==> src/rtl/log_cmp_unit_if.sv <==
// Issue and writeback handshake bundle for the logic/compare execution unit.
// The master modport is the issue/writeback side; the slave modport is the unit.
interface log_cmp_unit_if #(
    parameter int XLEN  = 64,
    parameter int RNBIT = 2
);
    localparam int TAG_W  = 5 + RNBIT;
    localparam int INFO_W = 6 + TAG_W + 2 * XLEN + 2;

    logic              logCmp_execute_valid;
    logic              logCmp_execute_ready;
    logic [INFO_W-1:0] logCmp_execute_info;
    logic              logCmp_writeback_valid;
    logic              logCmp_writeback_ready;
    logic [XLEN-1:0]   logCmp_res;
    logic [TAG_W-1:0]  logCmp_rd0;

    modport master (
        output logCmp_execute_valid,
        output logCmp_execute_info,
        output logCmp_writeback_ready,
        input  logCmp_execute_ready,
        input  logCmp_writeback_valid,
        input  logCmp_res,
        input  logCmp_rd0
    );

    modport slave (
        input  logCmp_execute_valid,
        input  logCmp_execute_info,
        input  logCmp_writeback_ready,
        output logCmp_execute_ready,
        output logCmp_writeback_valid,
        output logCmp_res,
        output logCmp_rd0
    );
endinterface

==> src/rtl/log_cmp_unit.sv <==
// Logic/compare execute unit: XOR/OR/AND/SLT/MIN/MAX with optional 32-bit word
// mode, results buffered in a DEPTH-entry FIFO towards writeback.
module log_cmp_unit #(
    parameter int XLEN  = 64,
    parameter int RNBIT = 2,
    parameter int DEPTH = 2
) (
    input  logic           CLK,
    input  logic           RST,
    input  logic           flush,
    log_cmp_unit_if.slave  io
);
    localparam int TAG_W = 5 + RNBIT;
    localparam int PTR_W = $clog2(DEPTH) + 1;
    localparam logic [PTR_W-1:0] FULL_COUNT = PTR_W'(DEPTH);
    localparam logic [PTR_W-1:0] LAST_SLOT  = PTR_W'(DEPTH - 1);

    // ---------------- issue bundle decode ----------------
    logic             funSlt, funXor, funOr, funAnd, funMin, funMax;
    logic [TAG_W-1:0] rdTag;
    logic [XLEN-1:0]  op1, op2;
    logic             isUsi, isWord;

    assign {funSlt, funXor, funOr, funAnd, funMin, funMax,
            rdTag, op1, op2, isUsi, isWord} = io.logCmp_execute_info;

    // ---------------- compare operands ----------------
    logic            wordMode;
    logic [XLEN-1:0] cmpA, cmpB;

    generate
        if (XLEN == 64) begin : gWordCmp
            assign wordMode = isWord;
            assign cmpA = wordMode ? {{32{op1[31] & ~isUsi}}, op1[31:0]} : op1;
            assign cmpB = wordMode ? {{32{op2[31] & ~isUsi}}, op2[31:0]} : op2;
        end else begin : gFullCmp
            assign wordMode = 1'b0;
            assign cmpA     = op1;
            assign cmpB     = op2;
        end
    endgenerate

    logic opLess, opEqual;

    assign opEqual = (cmpA == cmpB);
    assign opLess  = isUsi ? (cmpA < cmpB) : ($signed(cmpA) < $signed(cmpB));

    // ---------------- per-op results ----------------
    logic [XLEN-1:0] bitRes;
    logic [XLEN-1:0] wordRes;
    logic [XLEN-1:0] sltRes;
    logic [XLEN-1:0] opResult;

    always_comb begin
        bitRes = '0;
        if (funXor) bitRes = bitRes | (op1 ^ op2);
        if (funOr)  bitRes = bitRes | (op1 | op2);
        if (funAnd) bitRes = bitRes | (op1 & op2);
        // Ties pick op1 for both min and max.
        if (funMin) bitRes = bitRes | ((opLess | opEqual) ? op1 : op2);
        if (funMax) bitRes = bitRes | (opLess ? op2 : op1);
    end

    generate
        if (XLEN == 64) begin : gWordExt
            assign wordRes = wordMode ? {{32{bitRes[31]}}, bitRes[31:0]} : bitRes;
        end else begin : gNoWordExt
            assign wordRes = bitRes;
        end
    endgenerate

    // SLT is a plain 0/1 flag and is never widened by word mode.
    assign sltRes   = {{(XLEN-1){1'b0}}, funSlt & opLess};
    assign opResult = wordRes | sltRes;

    // ---------------- result FIFO control ----------------
    logic [PTR_W-1:0] wrPtr_reg, wrPtr_next;
    logic [PTR_W-1:0] rdPtr_reg, rdPtr_next;
    logic [PTR_W-1:0] count_reg, count_next;
    logic             execReady;
    logic             wbValid;
    logic             accept;
    logic             pop;

    assign execReady = (count_reg < FULL_COUNT);
    assign wbValid   = (count_reg != '0);
    assign accept    = io.logCmp_execute_valid & execReady & ~flush;
    assign pop       = wbValid & io.logCmp_writeback_ready & ~flush;

    function automatic logic [PTR_W-1:0] incPtr(input logic [PTR_W-1:0] ptr);
        return (ptr == LAST_SLOT) ? '0 : ptr + 1'b1;
    endfunction

    always_comb begin
        wrPtr_next = wrPtr_reg;
        rdPtr_next = rdPtr_reg;
        count_next = count_reg;
        if (flush) begin
            wrPtr_next = '0;
            rdPtr_next = '0;
            count_next = '0;
        end else begin
            if (accept) wrPtr_next = incPtr(wrPtr_reg);
            if (pop)    rdPtr_next = incPtr(rdPtr_reg);
            case ({accept, pop})
                2'b10:   count_next = count_reg + 1'b1;
                2'b01:   count_next = count_reg - 1'b1;
                default: count_next = count_reg;
            endcase
        end
    end

    always_ff @(posedge CLK) begin
        if (RST) begin
            wrPtr_reg <= '0;
            rdPtr_reg <= '0;
            count_reg <= '0;
        end else begin
            wrPtr_reg <= wrPtr_next;
            rdPtr_reg <= rdPtr_next;
            count_reg <= count_next;
        end
    end

    // ---------------- result storage ----------------
    logic [XLEN-1:0]  resArr [DEPTH];
    logic [TAG_W-1:0] tagArr [DEPTH];

    genvar gi;
    generate
        for (gi = 0; gi < DEPTH; gi++) begin : gEntry
            logic [XLEN-1:0]  res_reg;
            logic [TAG_W-1:0] tag_reg;

            always_ff @(posedge CLK) begin
                if (RST) begin
                    res_reg <= '0;
                    tag_reg <= '0;
                end else if (accept && (wrPtr_reg == PTR_W'(gi))) begin
                    res_reg <= opResult;
                    tag_reg <= rdTag;
                end
            end

            assign resArr[gi] = res_reg;
            assign tagArr[gi] = tag_reg;
        end
    endgenerate

    // Head is read combinationally so a result is visible the cycle after accept.
    logic [XLEN-1:0]  headRes;
    logic [TAG_W-1:0] headTag;

    always_comb begin
        headRes = '0;
        headTag = '0;
        for (int i = 0; i < DEPTH; i++) begin
            if (rdPtr_reg == PTR_W'(i)) begin
                headRes = resArr[i];
                headTag = tagArr[i];
            end
        end
    end

    assign io.logCmp_execute_ready   = execReady;
    assign io.logCmp_writeback_valid = wbValid;
    assign io.logCmp_res             = headRes;
    assign io.logCmp_rd0             = headTag;
endmodule

==> src/flat_wrapper.sv <==
// flat-port wrapper written by rule: the top's interface ports become plain ports
module log_cmp_unit_flat 
#(
    parameter int XLEN  = 64,
    parameter int RNBIT = 2,
    parameter int DEPTH = 2
)
  (CLK, RST, flush, io_logCmp_execute_valid, io_logCmp_execute_info, io_logCmp_writeback_ready, io_logCmp_execute_ready, io_logCmp_writeback_valid, io_logCmp_res, io_logCmp_rd0);
  log_cmp_unit_if #(.XLEN(XLEN), .RNBIT(RNBIT)) io_i ();
  input  logic CLK;
  input  logic RST;
  input  logic flush;
  input wire logic [$bits(io_i.logCmp_execute_valid)-1:0] io_logCmp_execute_valid;
  input wire logic [$bits(io_i.logCmp_execute_info)-1:0] io_logCmp_execute_info;
  input wire logic [$bits(io_i.logCmp_writeback_ready)-1:0] io_logCmp_writeback_ready;
  output wire logic [$bits(io_i.logCmp_execute_ready)-1:0] io_logCmp_execute_ready;
  output wire logic [$bits(io_i.logCmp_writeback_valid)-1:0] io_logCmp_writeback_valid;
  output wire logic [$bits(io_i.logCmp_res)-1:0] io_logCmp_res;
  output wire logic [$bits(io_i.logCmp_rd0)-1:0] io_logCmp_rd0;
  assign io_i.logCmp_execute_valid = io_logCmp_execute_valid;
  assign io_i.logCmp_execute_info = io_logCmp_execute_info;
  assign io_i.logCmp_writeback_ready = io_logCmp_writeback_ready;
  assign io_logCmp_execute_ready = io_i.logCmp_execute_ready;
  assign io_logCmp_writeback_valid = io_i.logCmp_writeback_valid;
  assign io_logCmp_res = io_i.logCmp_res;
  assign io_logCmp_rd0 = io_i.logCmp_rd0;
  log_cmp_unit #(.XLEN(XLEN), .RNBIT(RNBIT), .DEPTH(DEPTH)) u_core (.CLK(CLK), .RST(RST), .flush(flush), .io(io_i));
endmodule
==> config.mk <==
export PLATFORM = sky130hd
export DESIGN_NAME = log_cmp_unit_flat
export DESIGN_NICKNAME = d
export VERILOG_FILES = /design/src/rtl/log_cmp_unit_if.sv /design/src/rtl/log_cmp_unit.sv /design/src/flat_wrapper.sv
export SDC_FILE = /design/constraint.sdc
export NUM_CORES = 1
export LEC_CHECK = 0
export BUFFER_PORTS_ARGS = -buffer_cell sky130_fd_sc_hd__buf_2
export CORE_AREA = 3 3 164 166
export DETAILED_ROUTE_END_ITERATION = 10
export DIE_AREA = 0 0 167 169
export PLACE_DENSITY = 0.82
export REMOVE_ABC_BUFFERS = 1
export SLEW_MARGIN = 20
export SYNTH_ARGS = -nofsm -noshare
export SYNTH_HDL_FRONTEND = slang
export SYNTH_SLANG_ARGS = --single-unit
export TNS_END_PERCENT = 50
==> constraint.sdc <==
create_clock -name CLK -period 3.9 [get_ports CLK]
set_input_delay 0.195 -clock CLK [delete_from_list [all_inputs] [get_ports CLK]]
set_output_delay 0.195 -clock CLK [all_outputs]
set_load 0.01 [all_outputs]
### Word level (Yosys, flattened, before mapping)

Cells that the tools add are included.

* register bits after elaboration: 148
* latch bits: 0
* memory bits (writable): 0
* bits in read-only memories: 0
* logic and storage cells: 62
* memories kept: 0

* add/sub/neg operators: 4
* multiply operators: 0
* divide/modulo/power cells: 0
* magnitude comparators: 3
* eq/ne operators: 5
* shift-type cells: 0
* muxes and demuxes: 18
* bitwise gates (word level): 18
* reduce and logical (&&, ||, !) cells: 7

Operators with widths (count)
* $mux 64: 12
* $or 64x64->64: 5
* $lt 64x64->1: 2
* $and 64x64->64: 1
* $eq 64x64->1: 1
* $or 64x1->64: 1
* $xor 64x64->64: 1
* $mux 7: 2
* $and 1x1->1: 7
* $add 2x1->2 const B: 3
* $eq 2x1->1 const B: 3
* $logic_not 2->1: 2
* $mux 2: 2
* $pmux 2 s2: 1
* $reduce_bool 2->1: 2
* $eq 2x2->1 const B: 1
* $logic_and 1x1->1: 2
* $lt 2x2->1 const B: 1
* $not 1->1: 2
* $reduce_or 2->1: 1
* $sub 2x1->2 const B: 1
* $mux 1: 1
* $or 1x1->1: 1

### Depth between registers and ports, before layout

* depth after elaboration: 13
* mapped depth: 18
* depth with buffers taken out: 14

### Worst setup path after synthesis

OpenSTA, ideal clock, no wires.

* path type: input -> register
* start point: in io_logCmp_execute_info[0]
* end point: reg u_core.gEntry[1].res_reg[33]
* library setup time: 137 ps
* arrival: 3859 ps
* required time: 3763 ps
* path slack: -96 ps
* stages: 17
* buffers on the path: 4
* cells stage by stage: clkbuf_1 -> buf_1 -> o21ai_1 -> clkbuf_1 -> o21a_1 -> ha_1 -> a41oi_1 -> o21ai_1 -> a311o_1 -> a211o_1 -> or3_1 -> a21oi_2 -> nor2_4 -> mux2i_2 -> o31ai_2 -> buf_2 -> a211oi_1

* cells in the longest elaborated chain, start to end: 11
* elaborated cells on any way between the ends: 15
* classes of those cells: order compare (2); eq/ne (1); mux (8); bitwise (4)

RTL lines
* start: declaration: RTL line flat_wrapper.sv:14 `input wire logic [$bits(io_i.logCmp_execute_info)-1:0] io_logCmp_execute_info;`
* $mux 64 (on tied branches): RTL line log_cmp_unit.sv:34, log_cmp_unit.sv:35
* $lt 64x64->1: RTL line log_cmp_unit.sv:46 `assign opLess = isUsi ? (cmpA < cmpB) : ($signed(cmpA) < $signed(cmpB));`
* $mux 1: RTL line log_cmp_unit.sv:46
* $or 1x1->1: RTL line log_cmp_unit.sv:60 `if (funMin) bitRes = bitRes | ((opLess | opEqual) ? op1 : op2);`
* $mux 64: RTL line log_cmp_unit.sv:60
* $or 64x64->64: RTL line log_cmp_unit.sv:60
* $mux 64: RTL line log_cmp_unit.sv:60
* $or 64x64->64: RTL line log_cmp_unit.sv:61 `if (funMax) bitRes = bitRes | (opLess ? op2 : op1);`
* $mux 64: RTL line log_cmp_unit.sv:61
* $mux 64 (*): RTL line log_cmp_unit.sv:66 `assign wordRes = wordMode ? {{32{bitRes[31]}}, bitRes[31:0]} : bitRes;`
* $or 64x1->64 (*): RTL line log_cmp_unit.sv:74 `assign opResult = wordRes | sltRes;`
* end signal: assignment: RTL line log_cmp_unit.sv:140 `res_reg <= opResult;`
* end: declaration: RTL line log_cmp_unit.sv:132 `logic [XLEN-1:0] res_reg;`

Mark *: on every way between the ends. The rest lies on a longest branch, timed or not.
A chain may end at the register's enable or synchronous reset.

### Worst setup path after layout

* start point: in io_logCmp_execute_info[1]
* end point: reg u_core.gEntry[0].res_reg[34]

* cells in the longest elaborated chain, start to end: 13
* elaborated cells on any way between the ends: 18
* classes of those cells: order compare (2); eq/ne (1); mux (8); bitwise (7)

RTL lines (RTL line)
* $not 1->1: log_cmp_unit.sv:34, log_cmp_unit.sv:35
* $and 1x1->1 (on tied branches): log_cmp_unit.sv:34, log_cmp_unit.sv:35
* $mux 64 (on tied branches): log_cmp_unit.sv:34, log_cmp_unit.sv:35
* $lt 64x64->1: log_cmp_unit.sv:46
* $mux 1: log_cmp_unit.sv:46
* $or 1x1->1: log_cmp_unit.sv:60
* $mux 64: log_cmp_unit.sv:60
* $or 64x64->64: log_cmp_unit.sv:60
* $mux 64: log_cmp_unit.sv:60
* $or 64x64->64: log_cmp_unit.sv:61
* $mux 64 (*): log_cmp_unit.sv:61
* $mux 64 (*): log_cmp_unit.sv:66
* $or 64x1->64 (*): log_cmp_unit.sv:74
* end signal: assignment: log_cmp_unit.sv:140
* end: declaration: log_cmp_unit.sv:132

Marked as above.

==> out/metrics.csv <==
stage,metric,value,unit
outcome,status,"finished, final reports clean",
floorplanning,die area,28220,sq um
clock_network,Num CTS Buffers,17,
grt,largest net degree at the start of global routing,85,
placement,post-placement cell area,15030,sq um
timing,setup TNS,0,ps
finish,fin nets,2220,
finish,Largest register FFs,128,
floorplanning,num ports,221,
power,share of power burned in registers,0.314,
clock_network,latest clock arrival within the worst-skew pair,430,ps
detailed_routing,WL final,40.69,mm
detailed_routing,wire per inst,18.24,um
grt,GRT Util Overall,0.2739,
clock_network,post-CTS setup buffer count,0,
floorplanning,placeable core area,25760,sq um
logic_synthesis,"Seq/Total Area, Yosys",0.2192,
finish,layout cell share with drive strength beyond 1,0.1723,
logic_synthesis,yosys warns,0,
power,Internal,3442,uW
setup_path,Worst Path Arrival,3930,ps
setup_path,critical path peak fanout,32,
power,PD cells,327.9,nW/um^2
setup_path,CP required,4200,ps
floorplanning,chip height,169,um
grt,number of antenna violations at the first check in global routing,8,
grt,first-pass GRT wire length,64.58,mm
floorplanning,initial core utilization,0.5247,
timing,Slew Limit Fails,0,
timing,Fmax,275.5,MHz
clock_network,H-tree depth,4,
logic_synthesis,synthesized area,13520,sq um
finish,final instance area,15700,sq um
job,max-cap viol count,0,
timing,RSZ-0062 raised after global routing,false,
setup_path,Setup crit end kind,flip-flop,
timing,hold slack,16.62,ps
clock_network,Sink Count,148,
detailed_routing,DRC,0,
logic_synthesis,Synth top cells by count,"mux2i_1 (197), ha_1 (193), a21oi_1 (152)",
detailed_routing,remaining antenna violation count,0,
floorplanning,die width,167,um
detailed_routing,initial drt markers,1259,
power,Logic pwr share,0.327,
timing,crit path time final,3630,ps
logic_synthesis,Post-synth EDFFs,0,
logic_synthesis,Post-Syn Area per Cell,7.823,sq um
detailed_routing,DR pass1 iterations,5,
clock_network,"Clk pin slew, worst setup/hold paths",60,ps
clock_network,CTS tree,done,
placement,port bufs,220,
timing,Hold Fails Final Rpt,0,
finish,Area Overhead vs Synth,16.15,%
setup_path,critical path class,in2reg,
logic_synthesis,leading area contributor after synthesis,dfxtp_1,
floorplanning,row count,59,
power,total power,5149,uW
logic_synthesis,Synth Flop Type,dfxtp_1,
logic_synthesis,top-count cell post-synth,mux2i_1,
timing,clk_skew,7.588,ps
timing,period utilisation layout,0.9308,
timing,Slew @ Worst Pin,1001,ps
power,Max VDD drop,277.5,uV
timing,final setup vio count,0,
logic_synthesis,Area contributors post-synth,"dfxtp_1 (22%), ha_1 (18%), mux2i_1 (15%)",
finish,post-layout util,0.6094,
logic_synthesis,Async SR Flop Fraction,0,
clock_network,clock root buffer,clkbuf_16,
clock_network,Clock Path Buffers,2,
placement,dpl hpwl,28.12,mm
setup_path,Startpoint Class,input pin,
min_path,class of the worst hold path,in2reg,
placement,routability cong.,0.8918,
detailed_routing,vias after detailed routing,13470,
logic_synthesis,Syn Inst Count,1728,
logic_synthesis,top-area cell type share of the netlist area,0.2192,
grt,global route total overflow,0,
setup_path,flop-to-flop setup slack,1360,ps
timing,relative slew slack,0.3291,
grt,vias in the first global route,13000,
power,Clk pwr share,0.359,
logic_synthesis,Yosys reg bits,148,
power,switch share,0.3316,
power,NetSw,1707,uW
logic_synthesis,Yosys cell types,56,
detailed_routing,Vias per Instance,6.035,
power,Leakage,0.007452,uW
-- logic make-up after synthesis --
| kind of cell | count (synthesis) | synth area share |
|---|---|---|
| multiplexers | 199 | 0.1479 |
| AND/OR/NAND/NOR | 328 | 0.1023 |
| XOR/XNOR | 5 | 0.003240 |
| AO/OA/AOI/OAI | 572 | 0.2668 |
| flip-flops | 148 | 0.2192 |
| buffers and inverters | 283 | 0.08201 |
| adder cells (fa/ha/maj) | 193 | 0.1786 |
-- path summary, 6_finish.rpt --
kind / start / end / depth (start not counted)
worst max-delay path: io_logCmp_execute_info[1] / u_core.gEntry[0].res_reg[34]$_SDFFE_PP0P_ / 17
worst min-delay path: io_logCmp_execute_info[136] / u_core.gEntry[0].tag_reg[6]$_SDFFE_PP0P_ / 3
worst max register to register: u_core.count_reg[1]$_SDFFE_PP0P_ / u_core.gEntry[0].res_reg[3]$_SDFFE_PP0P_ / 6
worst min register to register: u_core.gEntry[1].tag_reg[5]$_SDFFE_PP0P_ / u_core.gEntry[1].tag_reg[5]$_SDFFE_PP0P_ / 2
-- timing repair --
| action | in CTS | in global routing |
|---|---|---|
| resized for setup | 1 | 0 |
| cloned | 0 | 1 |
| hold buffers | 0 | 0 |
| pin swaps | 0 | 1 |
| endpoints found under the setup margin | 49 | 49 |
-- layout make-up --
type	count	area [sq um]
Fill cell	2212	10060
Tap cell	335	419.2
Clock buffer	21	450.4
Sequential cell	148	2968
Inverter	147	551.8
Clock inverter	11	197.7
Timing Repair Buffer	267	1607
Antenna cell	4	10.01
Multi-Input combinational cell	1298	9498
-- worst max-delay path, stage by stage --
cell       delay (ps)
buf_2             160
buf_4             160
o21ai_2           150
buf_12            190
o21ai_0           110
ha_1              320
a41oi_1           220
o21ai_1           120
a311o_1           320
a211o_1           290
or3_1             400
a21oi_2           200
nor2_4             80
mux2i_2           350
nor3_4            120
buf_12            180
a2111oi_0         360
-- routing by layer --
metal,GRT usage,vias up,share of wire
met5,0,-,0.0014
met4,0.1015,10,0.024
met3,0.04647,85,0.081
met2,0.4691,586,0.48
met1,0.3471,6335,0.42
li1,-,6449,-
-- cell usage in the layout (no fill, tap or decap), types with 4 or more instances in the layout --
cell | synthesis | layout
buf_12 | 0 | 12
nor4_1 | 4 | 4
o211ai_1 | 15 | 15
inv_1 | 146 | 145
a21oi_1 | 152 | 152
nand4_1 | 6 | 6
nor3_1 | 8 | 7
a31oi_1 | 62 | 62
a2111oi_2 | 11 | 11
nor2_1 | 131 | 130
clkbuf_16 | 0 | 17
mux2i_1 | 197 | 197
diode_2 | 0 | 4
a211oi_1 | 82 | 82
o21ai_0 | 142 | 141
nand3_1 | 19 | 19
buf_2 | 10 | 219
o21a_1 | 33 | 33
a21o_1 | 31 | 31
nand2_1 | 136 | 136
buf_4 | 7 | 36
ha_1 | 193 | 193
a221oi_1 | 20 | 20
bufinv_16 | 0 | 5
dfxtp_1 | 148 | 146
-- stage by stage --
stage | worst slack, ps | std cells
global route | 21.62 | 2230
floorplan | -5674 | 1592
finish | 269.7 | 2231
detailed placement | -541.5 | 2194
global placement | -435.0 | 2194
CTS | 150.6 | 2226
-- power groups by stage --
| stage | clock, uW | combinational (uW) | sequential (uW) |
|---|---|---|---|
| 2_1_floorplan | 0 | 1070 | 1640 |
| 3_3_place_gp | 0 | 1590 | 1640 |
| 3_5_place_dp | 0 | 1650 | 1650 |
| 4_1_cts | 1860 | 1660 | 1620 |
| 5_1_grt | 1920 | 1840 | 1620 |
| 6_report | 1850 | 1690 | 1620 |
Note: power is estimated with default switching activity, not from simulation.
